<file path="src/rtl/ws2812b_pkg.sv">
// ----------------------------------------------------------------------------
// ws2812b_pkg
//   Constants and helpers shared by the WS2812b receive path: the bit
//   decoder, the pixel assembler and the register block.
//
//   BYTES_GRB      bytes per pixel for plain RGB strips (G, R, B order)
//   BYTES_GRBW     bytes per pixel for RGBW strips (G, R, B, W order)
//   IDX_W_DEFAULT  default width of pixel index / frame pixel count
//   pixel_width()  pixel width in bits for a given byte count
// ----------------------------------------------------------------------------
package ws2812b_pkg;

  localparam int BYTES_GRB     = 3;
  localparam int BYTES_GRBW    = 4;
  localparam int IDX_W_DEFAULT = 8;

  function automatic int pixel_width(input int bytes_per_pixel);
    return 8 * bytes_per_pixel;
  endfunction

endpackage

</file>
<file path="src/rtl/ws2812b_out_reg.sv">
// ----------------------------------------------------------------------------
// ws2812b_out_reg
//   Single-entry valid/ready holding register for assembled pixels.
//
//   Handshake: the register offers o_data/o_index while o_valid is high. A
//   transfer happens in any cycle where o_valid && i_ready are both high at
//   the clock edge. While o_valid && !i_ready, o_data/o_index hold steady.
//   The slot counts as free when it is empty or is being drained this cycle,
//   so a new entry can load in the same cycle an old one leaves (no bubble).
//   A load offered while the slot is not free is dropped and raises the
//   sticky o_overflow; the held entry is left untouched.
//
// Ports
//   clk, rst_n         clock, asynchronous active-low reset
//   i_load             one-cycle strobe: candidate entry available
//   i_data, i_index    candidate entry payload and tag
//   i_ready            consumer accepts the held entry
//   i_clear_overflow   clears o_overflow (a same-cycle drop wins)
//   o_valid            register holds an entry
//   o_data, o_index    held entry
//   o_overflow         sticky: a candidate was dropped
// ----------------------------------------------------------------------------
module ws2812b_out_reg #(
  parameter int DATA_W = 24,
  parameter int IDX_W  = 8
) (
  input  logic              clk,
  input  logic              rst_n,
  input  logic              i_load,
  input  logic [DATA_W-1:0] i_data,
  input  logic [IDX_W-1:0]  i_index,
  input  logic              i_ready,
  input  logic              i_clear_overflow,
  output logic              o_valid,
  output logic [DATA_W-1:0] o_data,
  output logic [IDX_W-1:0]  o_index,
  output logic              o_overflow
);

  logic              r_valid;
  logic [DATA_W-1:0] r_data;
  logic [IDX_W-1:0]  r_index;
  logic              r_overflow;
  logic              w_free;

  assign w_free = !r_valid || i_ready;

  always_ff @(posedge clk or negedge rst_n) begin
    if (!rst_n) begin
      r_valid <= 1'b0;
      r_data  <= '0;
      r_index <= '0;
    end else if (i_load && w_free) begin
      r_valid <= 1'b1;
      r_data  <= i_data;
      r_index <= i_index;
    end else if (r_valid && i_ready) begin
      r_valid <= 1'b0;
    end
  end

  // Set takes priority over clear so a drop is never lost.
  always_ff @(posedge clk or negedge rst_n) begin
    if (!rst_n) begin
      r_overflow <= 1'b0;
    end else if (i_load && !w_free) begin
      r_overflow <= 1'b1;
    end else if (i_clear_overflow) begin
      r_overflow <= 1'b0;
    end
  end

  assign o_valid    = r_valid;
  assign o_data     = r_data;
  assign o_index    = r_index;
  assign o_overflow = r_overflow;

endmodule

</file>
<file path="src/rtl/ws2812b_pixel_assembler.sv">
// ----------------------------------------------------------------------------
// ws2812b_pixel_assembler
//   Packs decoded WS2812b bits MSB-first into pixels of BYTES_PER_PIXEL bytes
//   (legal 1..4), tags each pixel with its index within the frame and hands
//   it out through a single-entry valid/ready register. A frame_reset (latch
//   gap) aborts any partial pixel, restarts indexing and publishes the number
//   of pixels completed in the frame that just ended.
//
// Ports
//   clk, rst_n       clock, asynchronous active-low reset
//   bit_valid        one-cycle strobe: decoded bit available
//   bit_value        decoded bit value
//   frame_reset      one-cycle strobe: latch gap (wins over bit_valid)
//   clear_overflow   clears the overflow flag
//   pixel_valid      output register holds a pixel
//   pixel_ready      consumer accepts pixel when high with pixel_valid
//   pixel_data       assembled pixel, first received bit at MSB
//   pixel_index      index of pixel within its frame
//   overflow         sticky: a completed pixel was dropped
//   frame_done       one-cycle pulse after frame_reset
//   frame_pixels     pixels completed in last frame (saturating)
//   partial_drop     one-cycle pulse: frame_reset discarded a partial pixel
//
// All outputs come straight from registers.
// ----------------------------------------------------------------------------
module ws2812b_pixel_assembler
  import ws2812b_pkg::*;
#(
  parameter int BYTES_PER_PIXEL = BYTES_GRB,
  parameter int IDX_W           = IDX_W_DEFAULT
) (
  input  logic                                      clk,
  input  logic                                      rst_n,
  input  logic                                      bit_valid,
  input  logic                                      bit_value,
  input  logic                                      frame_reset,
  input  logic                                      clear_overflow,
  output logic                                      pixel_valid,
  input  logic                                      pixel_ready,
  output logic [pixel_width(BYTES_PER_PIXEL)-1:0]   pixel_data,
  output logic [IDX_W-1:0]                          pixel_index,
  output logic                                      overflow,
  output logic                                      frame_done,
  output logic [IDX_W-1:0]                          frame_pixels,
  output logic                                      partial_drop
);

  localparam int PIXEL_W = pixel_width(BYTES_PER_PIXEL);
  localparam int CNT_W   = $clog2(PIXEL_W);
  localparam logic [CNT_W-1:0] LAST_BIT = CNT_W'(PIXEL_W - 1);

  logic [CNT_W-1:0]   r_bit_cnt;
  // Only the low PIXEL_W-1 bits of history are ever needed: the final bit
  // of a pixel is taken straight from bit_value.
  logic [PIXEL_W-2:0] r_shift;
  logic [IDX_W-1:0]   r_index;
  logic [IDX_W-1:0]   r_frame_cnt;
  logic [IDX_W-1:0]   r_frame_pixels;
  logic               r_frame_done;
  logic               r_partial_drop;

  logic               w_bit_take;
  logic               w_complete;
  logic [PIXEL_W-1:0] w_candidate;

  // A bit arriving with frame_reset is discarded.
  assign w_bit_take  = bit_valid && !frame_reset;
  assign w_complete  = w_bit_take && (r_bit_cnt == LAST_BIT);
  assign w_candidate = {r_shift, bit_value};

  always_ff @(posedge clk or negedge rst_n) begin
    if (!rst_n) begin
      r_bit_cnt      <= '0;
      r_shift        <= '0;
      r_index        <= '0;
      r_frame_cnt    <= '0;
      r_frame_pixels <= '0;
      r_frame_done   <= 1'b0;
      r_partial_drop <= 1'b0;
    end else if (frame_reset) begin
      r_bit_cnt      <= '0;
      r_shift        <= '0;
      r_index        <= '0;
      r_frame_cnt    <= '0;
      r_frame_pixels <= r_frame_cnt;
      r_frame_done   <= 1'b1;
      r_partial_drop <= (r_bit_cnt != '0);
    end else begin
      r_frame_done   <= 1'b0;
      r_partial_drop <= 1'b0;
      if (bit_valid) begin
        r_shift <= w_candidate[PIXEL_W-2:0];
        if (w_complete) begin
          r_bit_cnt <= '0;
          // Every completed pixel advances the index and the frame count,
          // whether or not the output register could take it.
          r_index   <= r_index + 1'b1;
          if (r_frame_cnt != '1) begin
            r_frame_cnt <= r_frame_cnt + 1'b1;
          end
        end else begin
          r_bit_cnt <= r_bit_cnt + 1'b1;
        end
      end
    end
  end

  ws2812b_out_reg #(
    .DATA_W (PIXEL_W),
    .IDX_W  (IDX_W)
  ) u_out_reg (
    .clk              (clk),
    .rst_n            (rst_n),
    .i_load           (w_complete),
    .i_data           (w_candidate),
    .i_index          (r_index),
    .i_ready          (pixel_ready),
    .i_clear_overflow (clear_overflow),
    .o_valid          (pixel_valid),
    .o_data           (pixel_data),
    .o_index          (pixel_index),
    .o_overflow       (overflow)
  );

  assign frame_done   = r_frame_done;
  assign frame_pixels = r_frame_pixels;
  assign partial_drop = r_partial_drop;

endmodule
</file>
<file path="config.mk">
export PLATFORM = sky130hd
export DESIGN_NAME = ws2812b_pixel_assembler
export DESIGN_NICKNAME = d
export VERILOG_FILES = /design/src/rtl/ws2812b_pkg.sv /design/src/rtl/ws2812b_out_reg.sv /design/src/rtl/ws2812b_pixel_assembler.sv
export SDC_FILE = /design/constraint.sdc
export NUM_CORES = 1
export LEC_CHECK = 0
export BUFFER_PORTS_ARGS = -buffer_cell sky130_fd_sc_hd__buf_2
export CORE_UTILIZATION = 51
export CTS_CLUSTER_DIAMETER = 80
export DETAILED_ROUTE_END_ITERATION = 7
export GPL_ROUTABILITY_DRIVEN = 0
export GPL_TIMING_DRIVEN = 0
export HOLD_SLACK_MARGIN = 0.15
export PLACE_DENSITY = 0.75
export SLEW_MARGIN = 20
export SYNTH_ARGS = -nofsm -noshare
export SYNTH_HDL_FRONTEND = slang
export SYNTH_HIERARCHICAL = 1
export SYNTH_SLANG_ARGS = --single-unit
</file>
<file path="constraint.sdc">
create_clock -name clk -period 1.9 [get_ports clk]
set_input_delay 0.19 -clock clk [delete_from_list [all_inputs] [get_ports clk]]
set_output_delay 0.19 -clock clk [all_outputs]
set_load 0.01 [all_outputs]
</file>
==> impl_results.md, run 1 <==
- Arrival time of data at the critical path endpoint: around 2.1 ns
- Most frequent cells in the layout: sky130_fd_sc_hd__dfrtp_1 (88), sky130_fd_sc_hd__buf_2 (52), sky130_fd_sc_hd__nor2_1 (33), sky130_fd_sc_hd__mux2_4 (30), sky130_fd_sc_hd__mux2i_1 (25)
- Largest net degree at the start of global routing: 50
- Core region area: roughly 7300 um2
- Y dimension of the die: 88.5 um
- Register area: 2200 um2
- Most common library cell in the layout ignoring fill and taps: sky130_fd_sc_hd__dfrtp_1
- Failing checks: design-rule violations
- Routed wirelength normalized by instance count: 14.6 um
- Post-Synthesis Mean Instance Area: roughly 13 um2
- Number of library cell types mapped by synthesis: 40
- Net count reported at finish: between 300 and 400
- Highest attainable clock frequency: ~540 MHz
- Fin crit share: 0.976
- Cell accounting for the most synthesized area: sky130_fd_sc_hd__dfrtp_1
- Power Density: about 700 nW/um2
- Inserted Diodes: 0
- Type of the worst setup path: flop to flop
- Vias in the first global route: around 2300
- CP Max Fanout: 6
- Clock Pin Slew Worst Setup and Hold Paths: approximately 0.080 ns
- Clock period minus final worst setup slack: 1.85 ns
- Capturing element type of the critical path: flop
- Vias: 2407
- Post-Syn Nets: approximately 300
- Slew Limit Headroom: 0.654
- DRC errors left: 2
- Max H-tree Level: 3
- Mapped cell area: approximately 3800 um2
- Filler Cell Count: 562
- Placed wire-length estimate: 4510 um
- Clock root buffer master: sky130_fd_sc_hd__clkbuf_8
- Share of synthesized area occupied by flip-flops and latches: 0.576
- Kind of start point of the critical path: flop
- Post-synthesis register bit count: just under 90
- Clock Path Buffers: 2
- Clock tree skew after final layout: around 0.0074 ns
- First-pass GRT wire length: approximately 11000 um
- Post-route total power: ~3.3 mW
- Proportion of layout cells with a drive suffix above 1: 0.362
- Slew at the pin closest to its max-slew limit: slightly above 0.5 ns
- Run status: complete, but fails checks
- TritonCTS clock tree: yes
- Initial antenna violation count: 0
- # IOs: 51
- TritonCTS Buffers: 9
- Worst min-delay path class: primary input to asynchronous set/reset pin
- Biggest area contributors in the synthesized netlist: sky130_fd_sc_hd__dfrtp_1 (58%), sky130_fd_sc_hd__mux2_4 (12%), sky130_fd_sc_hd__mux2i_1 (6.6%)
- Rows: 31
- P_leak: 2.45 nW
- Count of maximum capacitance violations: 0
- Skew-Pair Late Insertion Delay: around 0.35 ns
- Peak ir drop on the vdd network: around 0.00032 V
- DR vias/cell: 5.17
- Antenna Nets Post-Route: 0
- Initial standard-cell utilization of the core: 0.527
- Final setup violation count: 0
- Hold Fails Final Rpt: 0
- Cell count after synthesis: between 200 and 300
- Number of iterations in the first detailed-routing pass: 6
- # port buffers: 50
- Total wire length after detailed routing: approximately 6800 um
- Warnings from Yosys: 6
- Final number of max-transition violations: 0
- Total number of clock tree sinks: 88
- Iter 0 DRT Violations: 189
- Data required, critical path: roughly 2.1 ns
- Share of the synthesized area in the top cell type: 0.576
- Width of the die: between 80 and 90 um
- Syn-to-layout area delta: 20.9%
- Total negative slack for setup checks: 0 ns
- Total track usage: 0.192
- Area of the die: between 7000 and 8000 um2
- Area occupied by multi-input gates: around 1500 um2
- Global route total overflow: 0
## cells in the mapped netlist
cell type,n
sky130_fd_sc_hd__dfrtp_1,88
sky130_fd_sc_hd__nor2_1,34
sky130_fd_sc_hd__mux2_4,30
sky130_fd_sc_hd__mux2i_1,25
sky130_fd_sc_hd__mux2_2,10
sky130_fd_sc_hd__nand2_1,10
sky130_fd_sc_hd__a21oi_1,8
sky130_fd_sc_hd__inv_1,8
sky130_fd_sc_hd__nand3_1,6
sky130_fd_sc_hd__xnor2_1,5
sky130_fd_sc_hd__buf_2,4
sky130_fd_sc_hd__clkbuf_1,4
sky130_fd_sc_hd__ha_1,4
sky130_fd_sc_hd__nand4_1,4
sky130_fd_sc_hd__nor3_1,4
sky130_fd_sc_hd__or4_1,4
sky130_fd_sc_hd__xor2_1,4
sky130_fd_sc_hd__buf_1,3
sky130_fd_sc_hd__buf_12,3
sky130_fd_sc_hd__nor4_1,3
sky130_fd_sc_hd__o31ai_1,3
sky130_fd_sc_hd__and3_1,2
sky130_fd_sc_hd__and4_4,2
sky130_fd_sc_hd__nand3b_1,2
sky130_fd_sc_hd__o21ai_0,2
sky130_fd_sc_hd__a31oi_1,1
sky130_fd_sc_hd__and2_1,1
sky130_fd_sc_hd__and2b_1,1
sky130_fd_sc_hd__and4_1,1
sky130_fd_sc_hd__buf_6,1
sky130_fd_sc_hd__nand2_2,1
sky130_fd_sc_hd__nand2_4,1
sky130_fd_sc_hd__nand2b_1,1
sky130_fd_sc_hd__nand2b_4,1
sky130_fd_sc_hd__nor4b_1,1
sky130_fd_sc_hd__o21a_1,1
sky130_fd_sc_hd__o22ai_1,1
sky130_fd_sc_hd__o41a_1,1
sky130_fd_sc_hd__o41ai_1,1
sky130_fd_sc_hd__or3_2,1
## metal layers
| layer | GRT usage | part of all wire | wire length, um | vias up |
|---|---|---|---|---|
| met4 | 0.116 | 0.024 | 161 | 0 |
| li1 | - | - | - | 1149 |
| met1 | 0.263 | 0.46 | 3170 | 1185 |
| met5 | 0 | 0 | 0 | - |
| met2 | 0.288 | 0.47 | 3230 | 59 |
| met3 | 0.0308 | 0.038 | 257 | 14 |
## power breakdown
group | switching [mW] | total (mW) | internal [mW]
sequential | 0.00678 | 1.89 | 1.88
combinational | 0.0919 | 0.147 | 0.0546
clock | 0.610 | 1.29 | 0.682
## through the flow
stage	utilization	setup slack [ns]	instance area, um2	hold slack, ns	cells
global placement	0.581	-0.479	4210	0.310	436
detailed placement	0.585	-0.521	4240	0.204	437
CTS	0.632	0.0142	4580	0.363	463
global route	0.637	-0.00904	4620	0.399	466
floorplan	-	0.00623	3840	-0.106	287
finish	0.637	0.0464	4620	0.356	466
## worst paths after layout
| check | startpoint | end | slack (ns) | cells after the start |
|---|---|---|---|---|
| min reg2reg | frame_pixels[3] | frame_pixels[3] | 0.51 | 1 |
| max in group asynchronous | rst_n | frame_pixels[0] | 0.92 | 3 |
| min in group clk | bit_valid | r_shift[3] | 0.40 | 4 |
| min | rst_n | u_out_reg/o_index[4] | 0.36 | 2 |
| max reg2reg | r_bit_cnt[0] | u_out_reg/o_data[18] | 0.05 | 8 |
| max | r_bit_cnt[0] | u_out_reg/o_data[18] | 0.05 | 8 |
## sequential cells by signal, indices dropped and copies added, names as in the netlist
register	cells
r_frame_cnt	8
frame_pixels	8
r_shift	23
u_out_reg/o_index	8
frame_done	1
u_out_reg/o_data	24
partial_drop	1
u_out_reg/o_overflow	1
r_index	8
r_bit_cnt	5
u_out_reg/o_valid	1
## critical path, stage by stage, from the launching register on
cell                        delay (ns)
sky130_fd_sc_hd__dfrtp_1          0.37
sky130_fd_sc_hd__ha_2             0.19
sky130_fd_sc_hd__and3_4           0.19
sky130_fd_sc_hd__buf_6            0.13
sky130_fd_sc_hd__nand2_8          0.06
sky130_fd_sc_hd__nor2_4           0.14
sky130_fd_sc_hd__nand2_4          0.09
sky130_fd_sc_hd__bufbuf_16        0.28
sky130_fd_sc_hd__mux2_4           0.29
## layout make-up
type,instances,share of cell area
timing repair buffer,66,0.0959
tap,99,0.0268
sequential,88,0.477
buffer,13,0.0255
inverter,8,0.00650
multi-input combinational,176,0.325
clock inverter,2,0.00813
clock buffer,14,0.0352
## cell families after synthesis
kind of cell | after synthesis | share of synthesized area
buf+inv | 23 | 0.0387
mux | 65 | 0.213
compound gates | 18 | 0.0295
flops | 88 | 0.576
fa+ha+maj | 4 | 0.0131
simple gates | 80 | 0.109
xor+xnor | 9 | 0.0206
## what timing repair did
item / in CTS / in global routing
gates resized for setup: 4 / 3
setup endpoints to repair: 32 / 31
gates cloned: 1 / 0
pin swaps: 1 / 2
hold buffers: 5 / 0
setup buffers: 6 / 3
endpoints found under the hold margin: 44 / 0
Power figures use the tool's default switching activity.
==> run 2, diff against run 1 <==
--- a/config.mk
+++ b/config.mk
@@ -11,8 +11,9 @@
 export DETAILED_ROUTE_END_ITERATION = 7
 export GPL_ROUTABILITY_DRIVEN = 0
 export GPL_TIMING_DRIVEN = 0
-export HOLD_SLACK_MARGIN = 0.15
+export HOLD_SLACK_MARGIN = 0.03
 export PLACE_DENSITY = 0.75
+export SETUP_SLACK_MARGIN = 0.05
 export SLEW_MARGIN = 20
 export SYNTH_ARGS = -nofsm -noshare
 export SYNTH_HDL_FRONTEND = slang
==> impl_results.md, run 2 (synthesized netlist as in run 1, its figures left out) <==
- Clock tree skew after final layout: 0.00769 ns (was 0.00738 ns)
- GR Util met2: 0.303 (was 0.288)
- Most common library cell in the layout ignoring fill and taps: sky130_fd_sc_hd__dfrtp_1 (unchanged)
- Clock Path Buffers: 2 (unchanged)
- Most frequent cells in the layout: sky130_fd_sc_hd__dfrtp_1 (88), sky130_fd_sc_hd__buf_2 (52), sky130_fd_sc_hd__nor2_1 (32), sky130_fd_sc_hd__mux2_4 (30), sky130_fd_sc_hd__mux2i_1 (25) (was sky130_fd_sc_hd__dfrtp_1 (88), sky130_fd_sc_hd__buf_2 (52), sky130_fd_sc_hd__nor2_1 (33), sky130_fd_sc_hd__mux2_4 (30), sky130_fd_sc_hd__mux2i_1 (25))
- Syn-to-layout area delta: 23.7% (was 20.9%)
- Rows: 31 (unchanged)
- Final core occ: 0.652 (was 0.637)
- Clock Pin Slew Worst Setup and Hold Paths: 0.09 ns (was 0.08 ns)
- Final setup violation count: 0 (unchanged)
- Max FFs per register: 24 (unchanged)
- Fin crit share: 0.974 (was 0.976)
- Vias: 2458 (was 2407)
- Placed wire-length estimate: 4500 um (was 4510 um)
- Total number of clock tree sinks: 88 (unchanged)
- Final Cell Area: 4730 um2 (was 4620 um2)
- Setup repair after global routing missed its margin: true
- Arrival time of data at the critical path endpoint: 2.09 ns (about the same)
- Met1 layer usage reported by global route: 0.279 (was 0.263)
- Vias in the first global route: 2363 (was 2333)
- Clock period minus final worst setup slack: 1.85 ns (about the same)
- # IOs: 51 (unchanged)
- Antenna Nets Post-Route: 0 (unchanged)
- Capturing element type of the critical path: flop (unchanged)
- Clock root buffer master: sky130_fd_sc_hd__clkbuf_8 (unchanged)
- Area of the die: 7840 um2 (unchanged)
- Kind of start point of the critical path: flop (unchanged)
- Number of iterations in the first detailed-routing pass: 4 (was 6)
- TritonCTS clock tree: yes (unchanged)
- # port buffers: 50 (unchanged)
- Slew Limit Headroom: 0.666 (was 0.654)
- Worst min-delay path class: primary input to flop (was primary input to asynchronous set/reset pin)
- Total wire length after detailed routing: 7130 um (was 6820 um)
- Max H-tree Level: 3 (unchanged)
- Net count reported at finish: 380 (was 373)
- Cell Area, Placed: 4250 um2 (was 4240 um2)
- Largest net degree at the start of global routing: 54 (was 50)
- Hold Fails Final Rpt: 0 (unchanged)
- Global route total overflow: 0 (unchanged)
- Highest attainable clock frequency: 540 MHz (was 539 MHz)
- Initial antenna violation count: 0 (unchanged)
- Count of maximum capacitance violations: 0 (unchanged)
- DRC errors left: 0 (was 2)
- Core region area: 7250 um2 (unchanged)
- Post-route total power: 3.35 mW (was 3.33 mW)
- Proportion of layout cells with a drive suffix above 1: 0.393 (was 0.362)
- Skew-Pair Late Insertion Delay: 0.35 ns (about the same)
- Y dimension of the die: 88.5 um (unchanged)
- Peak ir drop on the vdd network: 0.000366 V (was 0.000324 V)
- Iter 0 DRT Violations: 116 (was 189)
- Global-route track usage on met3: 0.0457 (was 0.0308)
- Power Density: 709 nW/um2 (was 720 nW/um2)
- Data required, critical path: 2.14 ns (about the same)
- Filler Cell Count: 538 (was 562)
- Total negative slack for setup checks: 0 ns (unchanged)
- P_leak: 2.54 nW (was 2.45 nW)
- TritonCTS Buffers: 9 (unchanged)
- Width of the die: 88.5 um (unchanged)
- Inserted Diodes: 0 (unchanged)
- First-pass GRT wire length: 11700 um (was 11200 um)
- Initial standard-cell utilization of the core: 0.527 (unchanged)
- Slew at the pin closest to its max-slew limit: 0.501 ns (was 0.519 ns)
- Final number of max-transition violations: 0 (unchanged)
- CP Max Fanout: 5 (was 6)
- Routed wirelength normalized by instance count: 15.1 um (was 14.6 um)
- Top Usage Layer GRT: met2 (unchanged)
- Type of the worst setup path: flop to flop (unchanged)
- DR vias/cell: 5.20 (was 5.17)
- Total track usage: 0.199 (was 0.192)
- Run status: finished, final reports clean (was complete, but fails checks)
run 2: cell types whose count changed in the layout (fill, tap and decap cells not counted), moves of 2 or more:
cell                            delta
sky130_fd_sc_hd__clkbuf_1          -4
sky130_fd_sc_hd__clkbuf_16         +3
sky130_fd_sc_hd__buf_4             +6
sky130_fd_sc_hd__dlygate4sd3_1     -2
run 2: final timing paths:
check,depth (start not counted),to,startpoint,slack (ns)
setup / recovery,9,u_out_reg/o_data[0],r_bit_cnt[0],0.05
hold reg to reg,1,u_out_reg/o_data[1],u_out_reg/o_data[1],0.51
hold / removal,2,u_out_reg/o_data[0],bit_value,0.1
min in group asynchronous,2,u_out_reg/o_index[4],rst_n,0.33
setup reg to reg,9,u_out_reg/o_data[0],r_bit_cnt[0],0.05
max in group asynchronous,3,r_bit_cnt[4],rst_n,0.97
run 2: where the power goes:
part	internal (mW)	total [mW]	switching, mW	leakage, nW
Sequential	1.88	1.89	0.00781	1.22
Combinational	0.0578	0.150	0.0921	1.22
Clock	0.648	1.31	0.667	0.0989
Total	2.59	3.35	0.767	2.54
run 2: metrics by stage:
stage	setup slack, ns	hold WS (ns)	cells
2_1_floorplan	0.0591	-0.106	287
3_3_place_gp	-0.344	0.310	436
3_5_place_dp	-0.370	0.177	437
4_1_cts	-0.0164	0.0869	467
5_1_grt	-0.00287	0.0831	473
6_report	0.0492	0.0952	473
run 2: layer usage:
metal,vias up,share of wire
met3,9,0.030
met5,-,0
met4,0,0.015
met2,51,0.47
met1,1233,0.48
li1,1165,-
run 2: area by class of cell:
type	count	area (um2)	area share
buffer	13	133	0.0281
multi-input combinational	176	1500	0.318
clock buffer	10	138	0.0291
timing repair buffer	73	529	0.112
tap	99	124	0.0262
sequential	88	2200	0.466
inverter	8	30.0	0.00635
clock inverter	6	67.6	0.0143
run 2: timing repair:
item,4_1_cts,5_1_grt
hold buffers,3,0
cloned,1,2
buffers inserted,10,6
pin swaps,2,4
setup endpoints to repair,32,32
gates resized for setup,4,4
endpoints found under the hold margin,37,0
run 2: critical path, stage by stage, from the launching register on:
cell and delay (ns):
sky130_fd_sc_hd__dfrtp_1 0.41, sky130_fd_sc_hd__ha_4 0.16, sky130_fd_sc_hd__and3_4 0.19, sky130_fd_sc_hd__nand2_4 0.06, sky130_fd_sc_hd__clkbuf_16 0.14, sky130_fd_sc_hd__nor2_4 0.10, sky130_fd_sc_hd__nand2_4 0.08, sky130_fd_sc_hd__buf_12 0.14
sky130_fd_sc_hd__clkbuf_16 0.15, sky130_fd_sc_hd__mux2_4 0.29
